<file path="src/rtl/seg_msg_scroller.sv">
// Message sequencer for a bank of seven_seg displays: shows a short buffer of
// display codes statically or scrolls it right-to-left, with optional blinking.
module seg_msg_scroller #(
  parameter int NUM_DIGITS = 4,
  parameter int MSG_LEN    = 16,
  parameter int TICK_DIV   = 25000000,
  parameter int BLINK_DIV  = 12500000
) (
  input  logic                          clk,
  input  logic                          rst_n,
  input  logic                          wr_en,
  input  logic [$clog2(MSG_LEN)-1:0]    wr_addr,
  input  logic [4:0]                    wr_data,
  input  logic [$clog2(MSG_LEN):0]      msg_len,
  input  logic                          repeat_en,
  input  logic                          blink_en,
  input  logic                          start,
  input  logic                          stop,
  output logic                          busy,
  output logic                          done,
  output logic [5*NUM_DIGITS-1:0]       digit_value,
  output logic [NUM_DIGITS-1:0]         digit_en
);

  localparam int AW  = $clog2(MSG_LEN);
  localparam int PW  = AW + 1;
  localparam int IW  = $clog2(MSG_LEN + NUM_DIGITS) + 1;
  localparam int TW  = (TICK_DIV > 1) ? $clog2(TICK_DIV) : 1;
  localparam int BW  = (BLINK_DIV > 1) ? $clog2(BLINK_DIV) : 1;

  localparam logic [4:0]    BCD_BLANK  = 5'h1F;
  localparam logic [PW-1:0] LEN_MAX    = PW'(MSG_LEN);
  localparam logic [PW-1:0] LEN_STATIC = PW'(NUM_DIGITS);
  localparam logic [PW-1:0] LEN_ONE    = PW'(1);
  localparam logic [TW-1:0] TICK_LAST  = TW'(TICK_DIV - 1);
  localparam logic [BW-1:0] BLINK_LAST = BW'(BLINK_DIV - 1);

  typedef enum logic [1:0] {IDLE, STATIC, SCROLL} state_t;

  state_t                    state_q, state_d;
  logic [4:0]                buf_q [MSG_LEN];
  logic [4:0]                buf_d [MSG_LEN];
  logic [PW-1:0]             pos_q, pos_d;
  logic [PW-1:0]             len_q, len_d;
  logic                      rep_q, rep_d;
  logic [TW-1:0]             presc_q, presc_d;
  logic [BW-1:0]             bcnt_q, bcnt_d;
  logic                      phase_q, phase_d;
  logic                      busy_q, busy_d;
  logic                      done_q, done_d;
  logic [5*NUM_DIGITS-1:0]   dv_q, dv_d;
  logic [NUM_DIGITS-1:0]     den_q, den_d;
  logic [IW-1:0]             idx;

  always_comb begin
    state_d = state_q;
    buf_d   = buf_q;
    pos_d   = pos_q;
    len_d   = len_q;
    rep_d   = rep_q;
    presc_d = presc_q;
    bcnt_d  = bcnt_q;
    phase_d = phase_q;
    done_d  = 1'b0;
    dv_d    = dv_q;
    den_d   = '0;
    idx     = '0;

    case (state_q)
      IDLE: begin
        if (stop) begin
          state_d = IDLE;
        end else if (start) begin
          if (msg_len == '0)          len_d = LEN_ONE;
          else if (msg_len > LEN_MAX) len_d = LEN_MAX;
          else                        len_d = msg_len;
          rep_d   = repeat_en;
          pos_d   = '0;
          presc_d = '0;
          bcnt_d  = '0;
          phase_d = 1'b1;
          state_d = (len_d <= LEN_STATIC) ? STATIC : SCROLL;
        end else if (wr_en) begin
          buf_d[wr_addr] = wr_data;
        end
      end
      STATIC: begin
        if (stop) state_d = IDLE;
      end
      SCROLL: begin
        if (stop) begin
          state_d = IDLE;
        end else if (presc_q == TICK_LAST) begin
          presc_d = '0;
          if (pos_q != len_q) begin
            pos_d = pos_q + LEN_ONE;
          end else if (rep_q) begin
            pos_d = '0;
          end else begin
            done_d  = 1'b1;
            state_d = IDLE;
          end
        end else begin
          presc_d = presc_q + TW'(1);
        end
      end
      default: state_d = IDLE;
    endcase

    // Blink phase free-runs for as long as the controller stays busy.
    if (state_q != IDLE && state_d != IDLE) begin
      if (bcnt_q == BLINK_LAST) begin
        bcnt_d  = '0;
        phase_d = ~phase_q;
      end else begin
        bcnt_d  = bcnt_q + BW'(1);
      end
    end

    busy_d = (state_d != IDLE);

    // Window is built from next-cycle pos/len so it lands with the state change.
    if (busy_d) begin
      for (int j = 0; j < NUM_DIGITS; j++) begin
        idx = IW'(pos_d) + IW'(NUM_DIGITS - 1 - j);
        if (idx < IW'(len_d)) dv_d[5*j +: 5] = buf_q[idx[AW-1:0]];
        else                  dv_d[5*j +: 5] = BCD_BLANK;
      end
      den_d = blink_en ? {NUM_DIGITS{phase_d}} : {NUM_DIGITS{1'b1}};
    end
  end

  always_ff @(posedge clk or negedge rst_n) begin
    if (!rst_n) begin
      state_q <= IDLE;
      for (int i = 0; i < MSG_LEN; i++) buf_q[i] <= BCD_BLANK;
      pos_q   <= '0;
      len_q   <= LEN_ONE;
      rep_q   <= 1'b0;
      presc_q <= '0;
      bcnt_q  <= '0;
      phase_q <= 1'b1;
      busy_q  <= 1'b0;
      done_q  <= 1'b0;
      dv_q    <= {NUM_DIGITS{BCD_BLANK}};
      den_q   <= '0;
    end else begin
      state_q <= state_d;
      buf_q   <= buf_d;
      pos_q   <= pos_d;
      len_q   <= len_d;
      rep_q   <= rep_d;
      presc_q <= presc_d;
      bcnt_q  <= bcnt_d;
      phase_q <= phase_d;
      busy_q  <= busy_d;
      done_q  <= done_d;
      dv_q    <= dv_d;
      den_q   <= den_d;
    end
  end

  assign busy        = busy_q;
  assign done        = done_q;
  assign digit_value = dv_q;
  assign digit_en    = den_q;

endmodule

</file>
<file path="config.mk">
export PLATFORM = sky130hd
export DESIGN_NAME = seg_msg_scroller
export DESIGN_NICKNAME = d
export VERILOG_FILES = /design/src/rtl/seg_msg_scroller.sv
export SDC_FILE = /design/constraint.sdc
export NUM_CORES = 1
export LEC_CHECK = 0
export ABC_AREA = 1
export BUFFER_PORTS_ARGS = -buffer_cell sky130_fd_sc_hd__buf_2
export CAP_MARGIN = 20
export CORE_MARGIN = 8
export CORE_UTILIZATION = 23
export DETAILED_ROUTE_END_ITERATION = 12
export PLACE_DENSITY_LB_ADDON = 0.12
export REMOVE_ABC_BUFFERS = 1
export SLEW_MARGIN = 20
export SYNTH_ARGS = -nofsm -noshare
export SYNTH_HDL_FRONTEND = slang
export SYNTH_SLANG_ARGS = --single-unit
</file>
<file path="constraint.sdc">
create_clock -name clk -period 7.15 [get_ports clk]
set_input_delay 1.43 -clock clk [delete_from_list [all_inputs] [get_ports clk]]
set_output_delay 1.43 -clock clk [all_outputs]
set_load 0.02 [all_outputs]
</file>
==> run_results.csv <==
group,metric,value,unit
sta,tightest_slew,1090,ps
synthesis,syn_area,11200,um2
synthesis,yosysSeqAreaShare,0.382,
sta,setup_slack,2410,ps
global_route,grt_pass1_vias,10500,
clocking,cts_tree,"yes",
synthesis,netlist.area_leader.share,0.239,
sta,worst_clock_skew,10.7,ps
layout,nNetsFinal,1679,
route,drt_first_iter_violations,775,
global_route,grt_pass1_wl,63500,um
floorplanning,die_area,56000,um2
setup_path,cp_max_fo,16,
sta,fin_hold_ws,475,ps
route,ant_nets,0,
run,maxCapViolCount,0,
layout,instances_no_fill,2271,
placement,place_ws,1880,ps
clocking,path_clk_slew,70,ps
sta,timing.fmax,0.211,GHz
floorplanning,die_y,237,um
clocking,cts_setup_buffers,0,
floorplanning,initial_core_util,0.231,
synthesis,ys_ff_latch,166,
power,power_density,272,nW/um2
sta,setup_viol,0,
sta,rsz0062_at_grt,"no",
route,vias_per_cell,4.70,
synthesis,synth_cell_type_count,46,
sta,period_needed,4740,ps
synthesis,syn_avg_cell_area,6.89,um2
setup_path,arrival,5160,ps
setup_path,required,7570,ps
setup_path,crit_path_end_kind,"flop",
synthesis,synth_ff_type,"dfstp_2",
setup_path,path_class,"input pin to flop",
synthesis,synthCells,1626,
clocking,cts_hold_buf,0,
clocking,cts_root_buffer,"clkbuf_16",
floorplanning,placementRows,81,
route,drc,0,
synthesis,async_flop_share,1.00,
clocking,cts_buffer_depth,2,
placement,port_buffers,46,
power,p_leak,5.50,nW
placement,dpl.cell_count,2238,
sta,fin_crit_sh,0.662,
route,routed_wl,40300,um
sta,drv_slew,0,
clocking,clk_latency,490,ps
synthesis,yosysMostFrequentCell,"nand2_1",
layout,drive_gt1_frac,0.146,
outcome,status,"finished clean",
clocking,clock_sinks,166,
synthesis,synth_area_leaders,"dfstp_2 24%, nand2_1 17%, dfrtp_1 14%, nand3_1 13%, inv_1 6.0%",
clocking,cts_resized,0,
global_route,antenna_found_initial,1,
floorplanning,dieWidth,237,um
global_route,grt_max_degree,85,
route,drtPass1Iterations,5,
floorplanning,core,48500,um2
min_path,hp-class,"flop to flop",
clocking,htreeDepth,4,
synthesis,synth_edf_count,0,
sta,slew_headroom,0.267,
synthesis,yosys.area.top_type,"dfstp_2",
sta,finalSetupTns,0,ps
global_route,grt.overflow.total,0,
sta,hold_viol,0,
power,vdd_drop_max,201,uV
layout,syn_to_final_growth,11.8,%
clocking,numCtsBuffers,17,
placement,gp_congestion,0.858,
route,wl_per_cell,17.8,um
route,vias,10700,
global_route,grt_use_total,0.147,
setup_path,r2r_setup_slack,2420,ps
synthesis,ys_warn_count,0,
setup_path,start_kind,"input pin",
floorplanning,num_io_pins,47,
power,finalPower,3.41,mW
synthesis,ys_top_cells_by_count,"495 x nand2_1, 298 x nand3_1, 180 x inv_1",
placement,place_hpwl,29800,um
==> layer usage <==
layer  up-vias  global-route usage  wire length [um]  part of all wire
li1       5347                   -                 -                 -
met1      5072               0.210             20500              0.51
met2       221               0.221             17500              0.43
met3        34              0.0279              1560             0.039
met4         0              0.0472               707             0.018
met5         -                   0                 0                 0
==> stage by stage <==
stage / instance area, um2 / utilization
floorplan: 10800 / -
global placement: 11900 / 0.246
detailed placement: 11900 / 0.246
global route: 12500 / 0.258
finish: 12500 / 0.258
CTS: 12500 / 0.258
==> critical path, cell delays in order <==
cell      delay, ps
buf_2           140
inv_1           120
nand2_1         100
nor2_1          160
nand3_1          90
nand2_1         100
nand2_1         400
inv_1           650
ha_1            350
xor2_2          290
inv_1           190
ha_1            330
a21oi_1         200
o211ai_1        100
nor2_1          240
nand3_1         120
nand2_1          80
nand2_1          50
==> registers in the layout (all words and copies together), names as in the netlist <==
register     cells
buf_q           80
presc_q         25
bcnt_q          24
digit_value     20
len_q            5
pos_q            5
state_q          2
busy             1
digit_en         1
done             1
phase_q          1
rep_q            1
==> power by group <==
part | total [mW] | internal [mW] | leakage (nW) | switching, mW
Clock | 0.933 | 0.499 | 0.279 | 0.434
Combinational | 1.20 | 0.369 | 3.28 | 0.830
Sequential | 1.28 | 1.16 | 1.94 | 0.121
==> final cells by class <==
class / instances / area (um2)
repair buffers: 57 / 319
multi-input cells: 1206 / 5870
well taps: 622 / 778
clock inverters: 14 / 120
fillers: 5443 / 36000
diodes: 1 / 2.50
flip-flops and latches: 166 / 4280
inverters: 187 / 702
clock buffers: 18 / 450
==> final timing paths <==
kind                                            start                         end  depth (start not counted)
max reg2reg                    presc_q[0]$_DFFE_PN0P_  digit_value[8]$_DFFE_PN1P_                         23
max                                              stop  digit_value[8]$_DFFE_PN1P_                         18
min in group asynchronous                       rst_n      bcnt_q[20]$_DFFE_PN0P_                          1
min reg2reg                digit_value[8]$_DFFE_PN1P_  digit_value[8]$_DFFE_PN1P_                          2
max in group asynchronous                       rst_n          pos_q[1]$_DFF_PN0_                          2
min                        digit_value[8]$_DFFE_PN1P_  digit_value[8]$_DFFE_PN1P_                          2
==> cell usage in the layout (no fill, tap or decap), types with 23 or more instances in the layout <==
cell / n
nand2_1: 494
dfrtp_1: 64
nor3_1: 25
nor2_1: 72
nand3_1: 296
ha_1: 23
o21ai_0: 102
dfstp_2: 102
buf_2: 45
a21oi_1: 44
inv_1: 180
==> logic make-up (layout without fill, tap and decap cells) <==
kind of cell,after synthesis,after routing,share of synthesized area
compound gates,195,195,0.0968
xor+xnor,21,21,0.0184
fa+ha+maj,23,23,0.0257
buf+inv,254,276,0.0958
flops,166,166,0.382
mux,1,1,0.000894
other cells,0,1,0
simple gates,966,966,0.380
No activity file was read; power rests on OpenSTA's default activity.
